`config.mk`:
```
export PLATFORM = sky130hd
export DESIGN_NAME = spi_master_mc_flat
export DESIGN_NICKNAME = d
export VERILOG_FILES = /design/src/rtl/spi_master_mc_if.sv /design/src/rtl/spi_master_mc.sv /design/src/flat_wrapper.sv
export SDC_FILE = /design/constraint.sdc
export NUM_CORES = 1
export LEC_CHECK = 0
export CORE_AREA = 2 2 82 84
export CTS_BUF_LIST = sky130_fd_sc_hd__clkbuf_4 sky130_fd_sc_hd__clkbuf_8
export DETAILED_ROUTE_END_ITERATION = 10
export DIE_AREA = 0 0 84 86
export PLACE_DENSITY = 0.74
export SYNTH_ARGS = -nofsm -noshare
export SYNTH_HDL_FRONTEND = slang
export SYNTH_SLANG_ARGS = --single-unit
```
`constraint.sdc`:
```
create_clock -name clk -period 2.18 [get_ports clk]
set_clock_uncertainty 0.15 [all_clocks]
set_input_delay 0.436 -clock clk [delete_from_list [all_inputs] [get_ports clk]]
set_output_delay 0.436 -clock clk [all_outputs]
set_load 0.01 [all_outputs]
```
`src/rtl/spi_master_mc_if.sv`:
```
// Bus bundle between the system-side command logic and the SPI pins of
// spi_master_mc. The master modport is the controller's view.
interface spi_master_mc_if #(
    parameter int DATA_W = 12,
    parameter int NUM_CS = 1,
    parameter int CS_W   = (NUM_CS > 1) ? $clog2(NUM_CS) : 1
) ();
    logic              newd;
    logic [DATA_W-1:0] din;
    logic [CS_W-1:0]   cs_sel;
    logic              cpol;
    logic              cpha;
    logic              lsb_first;
    logic              miso;
    logic              sclk;
    logic [NUM_CS-1:0] cs_n;
    logic              mosi;
    logic [DATA_W-1:0] dout;
    logic              done;
    logic              busy;

    modport master (
        input  newd, din, cs_sel, cpol, cpha, lsb_first, miso,
        output sclk, cs_n, mosi, dout, done, busy
    );

    modport slave (
        output newd, din, cs_sel, cpol, cpha, lsb_first, miso,
        input  sclk, cs_n, mosi, dout, done, busy
    );
endinterface

```
`src/rtl/spi_master_mc.sv`:
```
// Parametrised full-duplex SPI master: configurable word width and SCLK
// divider, per-transfer CPOL/CPHA/bit order, one-hot active-low chip selects.
// Sequence per transfer: IDLE -> SETUP -> SHIFT -> HOLD -> IDLE.
module spi_master_mc #(
    parameter int DATA_W  = 12,
    parameter int CLK_DIV = 4,
    parameter int NUM_CS  = 1,
    parameter int CS_W    = (NUM_CS > 1) ? $clog2(NUM_CS) : 1
) (
    input logic             clk,
    input logic             rst,
    spi_master_mc_if.master bus
);
    localparam int CNT_W  = (CLK_DIV > 1) ? $clog2(CLK_DIV) : 1;
    localparam int EDGE_W = $clog2(2 * DATA_W + 1);
    localparam logic [CNT_W-1:0]  CNT_LAST  = CNT_W'(CLK_DIV - 1);
    localparam logic [EDGE_W-1:0] EDGE_LAST = EDGE_W'(2 * DATA_W);

    typedef enum logic [1:0] {IDLE, SETUP, SHIFT, HOLD} state_t;

    state_t            state_q, state_d;
    logic [CNT_W-1:0]  cnt_q, cnt_d;
    logic [EDGE_W-1:0] edg_q, edg_d, edg_nxt;
    logic [DATA_W-1:0] tx_q, tx_d;
    logic [DATA_W-1:0] rx_q, rx_d;
    logic [DATA_W-1:0] dout_q, dout_d;
    logic [NUM_CS-1:0] cs_n_q, cs_n_d, cs_n_sel;
    logic              cpol_q, cpol_d, cpha_q, cpha_d, lsb_q, lsb_d;
    logic              sclk_q, sclk_d, mosi_q, mosi_d;
    logic              done_q, done_d, busy_q, busy_d;
    logic              cnt_wrap, fire, sel_ok;

    // Bit currently at the head of the transmit register for the chosen order.
    function automatic logic head_bit(input logic [DATA_W-1:0] v, input logic lsb);
        return lsb ? v[0] : v[DATA_W-1];
    endfunction

    // Transmit register after the head bit has been consumed.
    function automatic logic [DATA_W-1:0] drop_head(input logic [DATA_W-1:0] v, input logic lsb);
        return lsb ? (v >> 1) : (v << 1);
    endfunction

    // Receive register with a new bit inserted so the word ends up in transmit order.
    function automatic logic [DATA_W-1:0] push_bit(input logic [DATA_W-1:0] v, input logic b,
                                                   input logic lsb);
        return lsb ? {b, v[DATA_W-1:1]} : {v[DATA_W-2:0], b};
    endfunction

    assign cnt_wrap = (cnt_q == CNT_LAST);
    assign edg_nxt  = edg_q + 1'b1;
    assign sel_ok   = (32'(bus.cs_sel) < NUM_CS);

    // Decode the requested slave index into a one-hot-low chip-select pattern.
    always_comb begin
        for (int i = 0; i < NUM_CS; i++) begin
            cs_n_sel[i] = (32'(bus.cs_sel) != i);
        end
    end

    // Next-state and next-output logic for the transfer sequencer.
    always_comb begin
        // NOTE: every target gets a default here, so no path can leave one
        // unassigned and infer a latch.
        state_d = state_q;
        cnt_d   = cnt_q;
        edg_d   = edg_q;
        tx_d    = tx_q;
        rx_d    = rx_q;
        dout_d  = dout_q;
        cs_n_d  = cs_n_q;
        cpol_d  = cpol_q;
        cpha_d  = cpha_q;
        lsb_d   = lsb_q;
        sclk_d  = sclk_q;
        mosi_d  = mosi_q;
        done_d  = 1'b0;
        busy_d  = busy_q;
        fire    = 1'b0;

        unique case (state_q)
            IDLE: begin
                sclk_d = bus.cpol;
                cnt_d  = '0;
                edg_d  = '0;
                cs_n_d = '1;
                busy_d = 1'b0;
                if (bus.newd && sel_ok) begin
                    state_d = SETUP;
                    busy_d  = 1'b1;
                    cs_n_d  = cs_n_sel;
                    cpol_d  = bus.cpol;
                    cpha_d  = bus.cpha;
                    lsb_d   = bus.lsb_first;
                    rx_d    = '0;
                    tx_d    = bus.din;
                    // With CPHA=0 the first bit must be on MOSI before the first edge.
                    if (!bus.cpha) begin
                        mosi_d = head_bit(bus.din, bus.lsb_first);
                        tx_d   = drop_head(bus.din, bus.lsb_first);
                    end
                end
            end
            SETUP: begin
                sclk_d = cpol_q;
                cnt_d  = cnt_wrap ? '0 : cnt_q + 1'b1;
                if (cnt_wrap) begin
                    fire    = 1'b1;
                    state_d = SHIFT;
                end
            end
            SHIFT: begin
                cnt_d = cnt_wrap ? '0 : cnt_q + 1'b1;
                if (cnt_wrap) begin
                    fire = 1'b1;
                    if (edg_nxt == EDGE_LAST) begin
                        state_d = HOLD;
                    end
                end
            end
            HOLD: begin
                sclk_d = cpol_q;
                cnt_d  = cnt_wrap ? '0 : cnt_q + 1'b1;
                if (cnt_wrap) begin
                    state_d = IDLE;
                    cs_n_d  = '1;
                    dout_d  = rx_q;
                    done_d  = 1'b1;
                end
            end
            default: state_d = IDLE;
        endcase

        // One SCLK edge: odd edges lead, even edges trail. The sampling edge is
        // the leading one for CPHA=0 and the trailing one for CPHA=1; the other
        // edge shifts out the next bit (none after the final edge).
        if (fire) begin
            sclk_d = ~sclk_q;
            edg_d  = edg_nxt;
            if (edg_nxt[0] ^ cpha_q) begin
                rx_d = push_bit(rx_q, bus.miso, lsb_q);
            end else if (edg_nxt != EDGE_LAST) begin
                mosi_d = head_bit(tx_q, lsb_q);
                tx_d   = drop_head(tx_q, lsb_q);
            end
        end
    end

    // Register every piece of state; reset abandons any transfer silently.
    always_ff @(posedge clk) begin
        // NOTE: sequential state uses non-blocking assignments only, so all
        // registers update together from the values of the previous cycle.
        if (rst) begin
            // NOTE: the data registers are small flops, not memories, so they
            // are cleared along with the control state.
            state_q <= IDLE;
            cnt_q   <= '0;
            edg_q   <= '0;
            tx_q    <= '0;
            rx_q    <= '0;
            dout_q  <= '0;
            cs_n_q  <= '1;
            cpol_q  <= 1'b0;
            cpha_q  <= 1'b0;
            lsb_q   <= 1'b0;
            sclk_q  <= 1'b0;
            mosi_q  <= 1'b0;
            done_q  <= 1'b0;
            busy_q  <= 1'b0;
        end else begin
            state_q <= state_d;
            cnt_q   <= cnt_d;
            edg_q   <= edg_d;
            tx_q    <= tx_d;
            rx_q    <= rx_d;
            dout_q  <= dout_d;
            cs_n_q  <= cs_n_d;
            cpol_q  <= cpol_d;
            cpha_q  <= cpha_d;
            lsb_q   <= lsb_d;
            sclk_q  <= sclk_d;
            mosi_q  <= mosi_d;
            done_q  <= done_d;
            busy_q  <= busy_d;
        end
    end

    assign bus.sclk = sclk_q;
    assign bus.cs_n = cs_n_q;
    assign bus.mosi = mosi_q;
    assign bus.dout = dout_q;
    assign bus.done = done_q;
    assign bus.busy = busy_q;
endmodule

```
`src/flat_wrapper.sv`:
```
// flat-port wrapper written by rule: the top's interface ports become plain ports
module spi_master_mc_flat 
#(
    parameter int DATA_W  = 12,
    parameter int CLK_DIV = 4,
    parameter int NUM_CS  = 1,
    parameter int CS_W    = (NUM_CS > 1) ? $clog2(NUM_CS) : 1
)
  (clk, rst, bus_newd, bus_din, bus_cs_sel, bus_cpol, bus_cpha, bus_lsb_first, bus_miso, bus_sclk, bus_cs_n, bus_mosi, bus_dout, bus_done, bus_busy);
  spi_master_mc_if #(.DATA_W(DATA_W), .NUM_CS(NUM_CS), .CS_W(CS_W)) bus_i ();
  input logic clk;
  input logic rst;
  input wire logic [$bits(bus_i.newd)-1:0] bus_newd;
  input wire logic [$bits(bus_i.din)-1:0] bus_din;
  input wire logic [$bits(bus_i.cs_sel)-1:0] bus_cs_sel;
  input wire logic [$bits(bus_i.cpol)-1:0] bus_cpol;
  input wire logic [$bits(bus_i.cpha)-1:0] bus_cpha;
  input wire logic [$bits(bus_i.lsb_first)-1:0] bus_lsb_first;
  input wire logic [$bits(bus_i.miso)-1:0] bus_miso;
  output wire logic [$bits(bus_i.sclk)-1:0] bus_sclk;
  output wire logic [$bits(bus_i.cs_n)-1:0] bus_cs_n;
  output wire logic [$bits(bus_i.mosi)-1:0] bus_mosi;
  output wire logic [$bits(bus_i.dout)-1:0] bus_dout;
  output wire logic [$bits(bus_i.done)-1:0] bus_done;
  output wire logic [$bits(bus_i.busy)-1:0] bus_busy;
  assign bus_i.newd = bus_newd;
  assign bus_i.din = bus_din;
  assign bus_i.cs_sel = bus_cs_sel;
  assign bus_i.cpol = bus_cpol;
  assign bus_i.cpha = bus_cpha;
  assign bus_i.lsb_first = bus_lsb_first;
  assign bus_i.miso = bus_miso;
  assign bus_sclk = bus_i.sclk;
  assign bus_cs_n = bus_i.cs_n;
  assign bus_mosi = bus_i.mosi;
  assign bus_dout = bus_i.dout;
  assign bus_done = bus_i.done;
  assign bus_busy = bus_i.busy;
  spi_master_mc #(.DATA_W(DATA_W), .CLK_DIV(CLK_DIV), .NUM_CS(NUM_CS), .CS_W(CS_W)) u_core (.clk(clk), .rst(rst), .bus(bus_i));
endmodule
```
* After elaboration in Yosys (flattened, before gate mapping)
Cells that the tools add are included.
** Word-level totals
- Register bits :: 53
- Input port bits :: 20
- Output and inout bits :: 17
- Word-level logic and storage cells :: 83
** Cells by class
- Add/sub/neg operators :: 2
- Order comparisons :: 1
- Equal/unequal tests :: 11
- Multiplexer cells :: 39
- Bitwise gates (word level) :: 3
- Reductions and logical operators :: 13
** Operators by type and width (number)
- $mux W12 :: 13
- $mux W1 :: 14
- $mux W2 :: 6
- $mux W5 :: 2
- $ne A2 B1 Y1 const B :: 5
- $pmux W2 S4 :: 1
- $eq A2 B2 Y1 const B :: 3
- $reduce_and A2 Y1 :: 3
- $reduce_or A2 Y1 :: 3
- $add A5 B1 Y5 const B :: 1
- $eq A5 B5 Y1 const B :: 1
- $ne A5 B5 Y1 const B :: 1
- $reduce_and A5 Y1 :: 1
- $pmux W1 S2 :: 2
- $pmux W2 S2 :: 1
- $reduce_bool A2 Y1 :: 2
- $reduce_bool A3 Y1 :: 1
- $reduce_or A3 Y1 :: 1
- $add A2 B1 Y2 const B :: 1
- $eq A2 B1 Y1 const B :: 1
- $logic_not A2 Y1 :: 1
- $not A1 Y1 :: 2
- $logic_and A1 B1 Y1 :: 1
- $lt A1 B1 Y1 const B :: 1
- $xor A1 B1 Y1 :: 1

* Logic depth before layout (Yosys ltp)
Gate-level depths: netlist of run 1.
- Depth after elaboration :: 7
- Mapped depth :: 9

* Worst setup path before layout of run 1
Ideal clock, no wire load.
- Path type :: register to register
- Start point :: register u_core.state_q[0]
- End point :: register u_core.mosi_q, in the netlist u_core.bus.mosi
- Setup time :: 0.088 ns
- Arrival time :: 1.671 ns
- Setup slack :: 0.271 ns
- Stages on the path, launching flop included :: 9
- Path buffers :: 2
- Period minus slack after synthesis :: 1.909 ns
- Cells stage by stage :: dfxtp_1 > inv_1 > ha_1 > buf_6 > inv_4 > or2_1 > buf_6 > or3_1 > a311oi_2
** Between the ends
- Word-level cells in the longest chain between the ends :: 5
- Elaborated cells between the ends (all ways) :: 9
- Classes of those cells :: eq/ne (2); mux (5); reduce/logical (2)
** Ends and longest elaborated chain
- start: declaration :: line spi_master_mc.sv:21 : state_t state_q, state_d;
- start signal: assignment :: line spi_master_mc.sv:170 : state_q <= state_d;
- $logic_not A2 Y1 :: line spi_master_mc.sv:80 : unique case (state_q)
- $mux W1 :: line spi_master_mc.sv:80
- $mux W1 :: line spi_master_mc.sv:141 : end else if (edg_nxt != EDGE_LAST) begin
- $mux W1 :: line spi_master_mc.sv:139 : if (edg_nxt[0] ^ cpha_q) begin
- $mux W1 (*) :: line spi_master_mc.sv:136 : if (fire) begin
- end signal: assignment :: line spi_master_mc.sv:181 : mosi_q <= mosi_d;
- end: declaration :: line spi_master_mc.sv:29 : logic sclk_q, sclk_d, mosi_q, mosi_d;
Every way passes the cells marked *; elsewhere a longest branch is shown, timed or not.
A chain may end at the register's enable or synchronous reset.

* Final worst setup path of run 1
- Start point :: register u_core.state_q[1]
- End point :: register u_core.tx_q[11]
** Between the ends
- Word-level cells in the longest chain between the ends :: 5
- Elaborated cells between the ends (all ways) :: 9
- Classes of those cells :: eq/ne (2); mux (5); reduce/logical (2)
** Ends and longest elaborated chain
- $logic_not A2 Y1 :: line spi_master_mc.sv:80
- $mux W12 :: line spi_master_mc.sv:80
- $mux W12 :: line spi_master_mc.sv:141
- $mux W12 :: line spi_master_mc.sv:139
- $mux W12 (*) :: line spi_master_mc.sv:136
- end signal: assignment :: line spi_master_mc.sv:173 : tx_q <= tx_d;
- end: declaration :: line spi_master_mc.sv:24 : logic [DATA_W-1:0] tx_q, tx_d;
Marked as above.

==> metrics.txt, run 1 <==
syn_nets 375; starting DRC count in detailed routing 146; worst hold-check path type reg -> reg; Core ar. 0.00628 mm^2; power share of the combinational group 26.7%; Synth area leader dfxtp_1; Die X 84 um; area of the multi-input gates 0.00164 mm^2; Warnings, synthesis 0; post-CTS resize count 0; Syn Inst Count 348; top cell type's share of synthesized area 37.0%; number of global-route vias before repair 2476; slew margin rel. 57.5%; Clk pwr share 28.1%; H-tree levels 2; clk_lat worst skew 0.31 ns; die height 86 um; #FFs+latches synth 53; DP HPWL 4880 um; Main synth FF type dfxtp_1; Least-Margin Pin Slew 0.638 ns; crit path max-delay cell type dfxtp_1; average size of a mapped cell 8.25 um^2; # fillers 586; worst setup path class reg -> reg; RSZ-0062 raised after global routing no; Post-synth EDFFs 0; Slew Viols, Final 0; Post-Place Cell Area 0.00338 mm^2; sw frac 30.0%; Post-Route Setup TNS 0 ns; Reg clk slew, reported paths 0.10 ns; Die ar. 0.00722 mm^2; Worst setup EP type register; number of distinct library cells after synthesis 40; share of cells above drive strength 1 12.1%; cell internal pwr 1.69 mW; DR vias/cell 5.60; Total GRT Usage 19.2%; TritonRoute pass-1 iters 4; MaxCap Viol Count 0; CP max stage delay 0.43 ns; clock sink total 53; CTS Hold Bufs 0; Root Buffer Master clkbuf_8; fin nets 407; crit start category register; Initial Util 45.7%; GR Overflow Total 0; total number of vias 2566; Worst EP arrival 2.00 ns; first-pass GRT wire length 11500 um; Layout area overhead 21.8%; pin count of the biggest net entering global routing 33; worst hold slack 0.287 ns; Final Setup Violations 0; CTS max path bufs 2; Leak Pwr 1.25 nW; sequential fraction of the synthesis area 37.0%; PortBufs 36; Routed wire per std cell 14.7 um; final worst path period share 88.9%; post-route minimum period 1.94 ns; final hold vios 0; register cell area after layout 0.00106 mm^2; cts bufs inserted 5; Setup Fix Bufs, Post-CTS 0; initial antenna violation count 0; highest-count cells in the layout ignoring fill and taps 60 x nand2_1, 53 x dfxtp_1, 48 x a21oi_1, 35 x clkdlybuf4s50_1, 33 x mux2i_1; Mapped Area 0.00287 mm^2; status completed; DRC Markers 0; final core utilization 55.7%; n_diodes 0; cell family with most CP delay flip-flops; Crit path required time 2.24 ns; Pwr Density 689 mW/mm^2; CP Cell Sequence inv_1 > ha_1 > and2_1 > buf_4 > nand4b_1 > a211o_1 > o41ai_1; maximum vdd ir drop 0.000305 V; crit-path max FO 20; Core Rows 29; CP Buf/Inv Count 2; GPL Wtd Cong 0.850; post-route ant nets 0; fmax 0.516 GHz; drt total wl 6740 um; CTS tree built; commonest non-fill, non-tap cell in the layout nand2_1; io pins 37; synth top area cells dfxtp_1 37%, mux2i_1 12%, a21oi_1 8.4%, nand2_1 7.8%, mux2_2 4.7%; sequential power share 45.1%; switching power 0.723 mW; ys async rst share 0%; Design Area, Final 0.00350 mm^2
Yosys cell counts (all sizes together), types with 7 or more instances:
library cell / instances
nor2: 11
clkbuf: 16
dfxtp: 53
a21oi: 48
buf: 14
ha: 7
a211oi: 12
mux2i: 33
nand3: 25
nand2: 60
o21ai: 17
mux2: 12
power groups by stage:
stage	logic, mW	registers (mW)	clock network, mW
2_1_floorplan	0.458	1.10	0
3_3_place_gp	0.632	1.11	0
3_5_place_dp	0.644	1.11	0
4_1_cts	0.646	1.09	0.699
5_1_grt	0.708	1.10	0.732
6_report	0.644	1.09	0.678
cells by family (layout without fill, tap and decap cells):
kind of cell	Yosys count	in the layout	share of synthesized area [%]
and+or+nand+nor	117	117	18.7
AOI/OAI and AO/OA	90	90	18.8
DFF	53	53	37.0
muxes	45	45	16.2
buffers and inverters	35	68	5.75
adders and majority gates	7	7	3.05
xor gates and xnor gates	1	1	0.567
state kept, by name (all words and copies together), names as in the netlist:
name,flops
u_core.bus.busy,1
u_core.bus.cs_n,1
u_core.bus.done,1
u_core.bus.dout,12
u_core.bus.mosi,1
u_core.bus.sclk,1
u_core.cnt_q,2
u_core.cpha_q,1
u_core.cpol_q,1
u_core.edg_q,5
u_core.lsb_q,1
u_core.rx_q,12
u_core.state_q,2
u_core.tx_q,12
through the flow:
step                      worst slack (ns)  instances  power [mW]
after CTS                            0.256        458        2.43
after global routing                 0.128        458        2.54
after floorplan                      0.271        348        1.56
final                                0.241        458        2.41
after global placement               0.110        450        1.74
after detailed placement            0.0632        450        1.75
cell type report:
type / count / share of cell area, %
Sequential cell: 53 / 30.4
Clock buffer: 5 / 1.97
Inverter: 5 / 0.608
Multi-Input combinational cell: 260 / 47.0
Tap cell: 77 / 2.76
Clock inverter: 3 / 1.25
Timing Repair Buffer: 55 / 16.0
per-layer routing:
layer	up-vias	global-route usage [%]	wire length, um
li1	1292	-	-
met5	-	0	0
met4	0	7.33	112
met1	1210	24.9	3120
met3	11	3.27	224
met2	53	32.4	3280
path summary, 6_finish.rpt:
| kind | startpoint | endpoint | slack (ns) | depth (start not counted) |
|---|---|---|---|---|
| setup / recovery | u_core.state_q[1] | u_core.tx_q[11] | 0.24 | 7 |
| hold / removal | u_core.cnt_q[0] | u_core.cnt_q[0] | 0.29 | 1 |
| setup reg to reg | u_core.state_q[1] | u_core.tx_q[11] | 0.24 | 7 |
| hold reg to reg | u_core.cnt_q[0] | u_core.cnt_q[0] | 0.29 | 1 |
Note: power is estimated with default switching activity, not from simulation.
==> run 2: changes to the inputs <==
Settings changed: CORE_AREA 2 2 82 84 to 2 2 85 87, DIE_AREA 0 0 84 86 to 0 0 87 89, PLACE_DENSITY 0.74 to 0.7.
==> metrics.txt, run 2 (synthesis results as in run 1) <==
status completed; number of global-route vias before repair 2333; DR vias/cell 5.50; commonest non-fill, non-tap cell in the layout nand2_1; first-pass GRT wire length 11200 um; DP HPWL 4820 um; Reg clk slew, reported paths 0.10 ns; Worst setup EP type register; Die ar. 0.00774 mm^2; post-route minimum period 1.92 ns; worst setup path class reg -> reg; Clk pwr share 28.5%; Post-Place Cell Area 0.00338 mm^2; sequential power share 44.9%; CP Launch Point u_core.state_q[0]; Slew Viols, Final 0; Post-Route M1 WL 3230 um; area of the multi-input gates 0.00164 mm^2; TritonRoute pass-1 iters 4; io pins 37; share of cells above drive strength 1 12.8%; Total GRT Usage 18.1%; Core ar. 0.00672 mm^2; switching power 0.724 mW; worst hold-check path type reg -> reg; crit start category register; Post-Route Setup TNS 0 ns; RR Startpoint u_core.state_q[0]; pin count of the biggest net entering global routing 32; power share of the combinational group 26.6%; cell internal pwr 1.70 mW; GPL Wtd Cong 0.828; Design Area, Final 0.00350 mm^2; PortBufs 36; Initial Util 42.7%; slew margin rel. 59.1%; Worst EP arrival 1.99 ns; H-tree levels 2; worst hold slack 0.305 ns; RSZ-0062 raised after global routing no; MaxCap Viol Count 0; cts bufs inserted 5; Layout area overhead 21.9%; Top Layer Used met4; starting DRC count in detailed routing 166; register cell area after layout 0.00106 mm^2; Pwr Density 693 mW/mm^2; Setup Fix Bufs, Post-CTS 0; drt total wl 6740 um; Die X 87 um; die height 89 um; HP Start u_core.cnt_q[0]; final hold vios 0; maximum vdd ir drop 0.000247 V; clk_lat worst skew 0.30 ns; n_diodes 0; Core Rows 30; metal3 WL 284 um; initial antenna violation count 0; Leak Pwr 1.26 nW; Final Setup Violations 0; post-CTS resize count 0; crit-path max FO 5; CTS tree built; CTS Hold Bufs 0; DRC Markers 0; Root Buffer Master clkbuf_8; final worst path period share 88.1%; Routed wire per std cell 14.5 um; total number of vias 2554; final core utilization 52.1%; CTS max path bufs 2; post-route ant nets 0; sw frac 29.9%; fmax 0.521 GHz; Crit path required time 2.25 ns; clock sink total 53; # fillers 636; WL met2 3160 um; Least-Margin Pin Slew 0.613 ns; GR Overflow Total 0; highest-count cells in the layout ignoring fill and taps 60 x nand2_1, 53 x dfxtp_1, 48 x a21oi_1, 35 x clkdlybuf4s50_1, 33 x mux2i_1; fin nets 410
## run 2: changes by cell type in the layout (fill, tap and decap cells not counted), sizes merged
cell | before | now
buf | 20 | 23
clkbuf | 5 | 6
inv | 6 | 5
## run 2: power by group through the flow
stage | Combinational [mW] | Sequential (mW) | Clock (mW)
2_1_floorplan | 0.458 | 1.10 | 0
3_3_place_gp | 0.630 | 1.11 | 0
3_5_place_dp | 0.646 | 1.11 | 0
4_1_cts | 0.648 | 1.09 | 0.704
5_1_grt | 0.709 | 1.10 | 0.742
6_report | 0.645 | 1.09 | 0.692
## run 2: worst paths after layout
kind	slack [ns]	cells after the start	to
setup / recovery	0.26	6	u_core.bus.mosi
setup reg to reg	0.26	6	u_core.bus.mosi
hold / removal	0.30	1	u_core.cnt_q[0]
hold reg to reg	0.30	1	u_core.cnt_q[0]
## run 2: area by class of cell
| type | count | share of cell area (%) |
|---|---|---|
| Clock buffer | 6 | 2.18 |
| Clock inverter | 2 | 1.11 |
| Inverter | 5 | 0.608 |
| Multi-Input combinational cell | 260 | 47.0 |
| Sequential cell | 53 | 30.3 |
| Tap cell | 80 | 2.86 |
| Timing Repair Buffer | 58 | 15.9 |
## run 2: per-layer routing
| layer | up-vias | track usage [%] |
|---|---|---|
| li1 | 1302 | - |
| met1 | 1184 | 25.2 |
| met2 | 64 | 28.7 |
| met3 | 4 | 2.95 |
| met4 | 0 | 5.82 |
| met5 | - | 0 |
## run 2: worst max-delay path, stage by stage, from the launching register on
cell      delay, ns
dfxtp_1        0.35
inv_1          0.14
ha_1           0.26
inv_4          0.06
or2_1          0.24
or3_1          0.36
a311oi_2       0.28
## run 2: metrics by stage
| step | setup slack [ns] | power [mW] | std cells |
|---|---|---|---|
| 3_3_place_gp | 0.0913 | 1.74 | 456 |
| 6_report | 0.260 | 2.43 | 464 |
| 5_1_grt | 0.131 | 2.55 | 464 |
| 4_1_cts | 0.258 | 2.44 | 464 |
| 3_5_place_dp | 0.0576 | 1.76 | 456 |
| 2_1_floorplan | 0.271 | 1.56 | 348 |
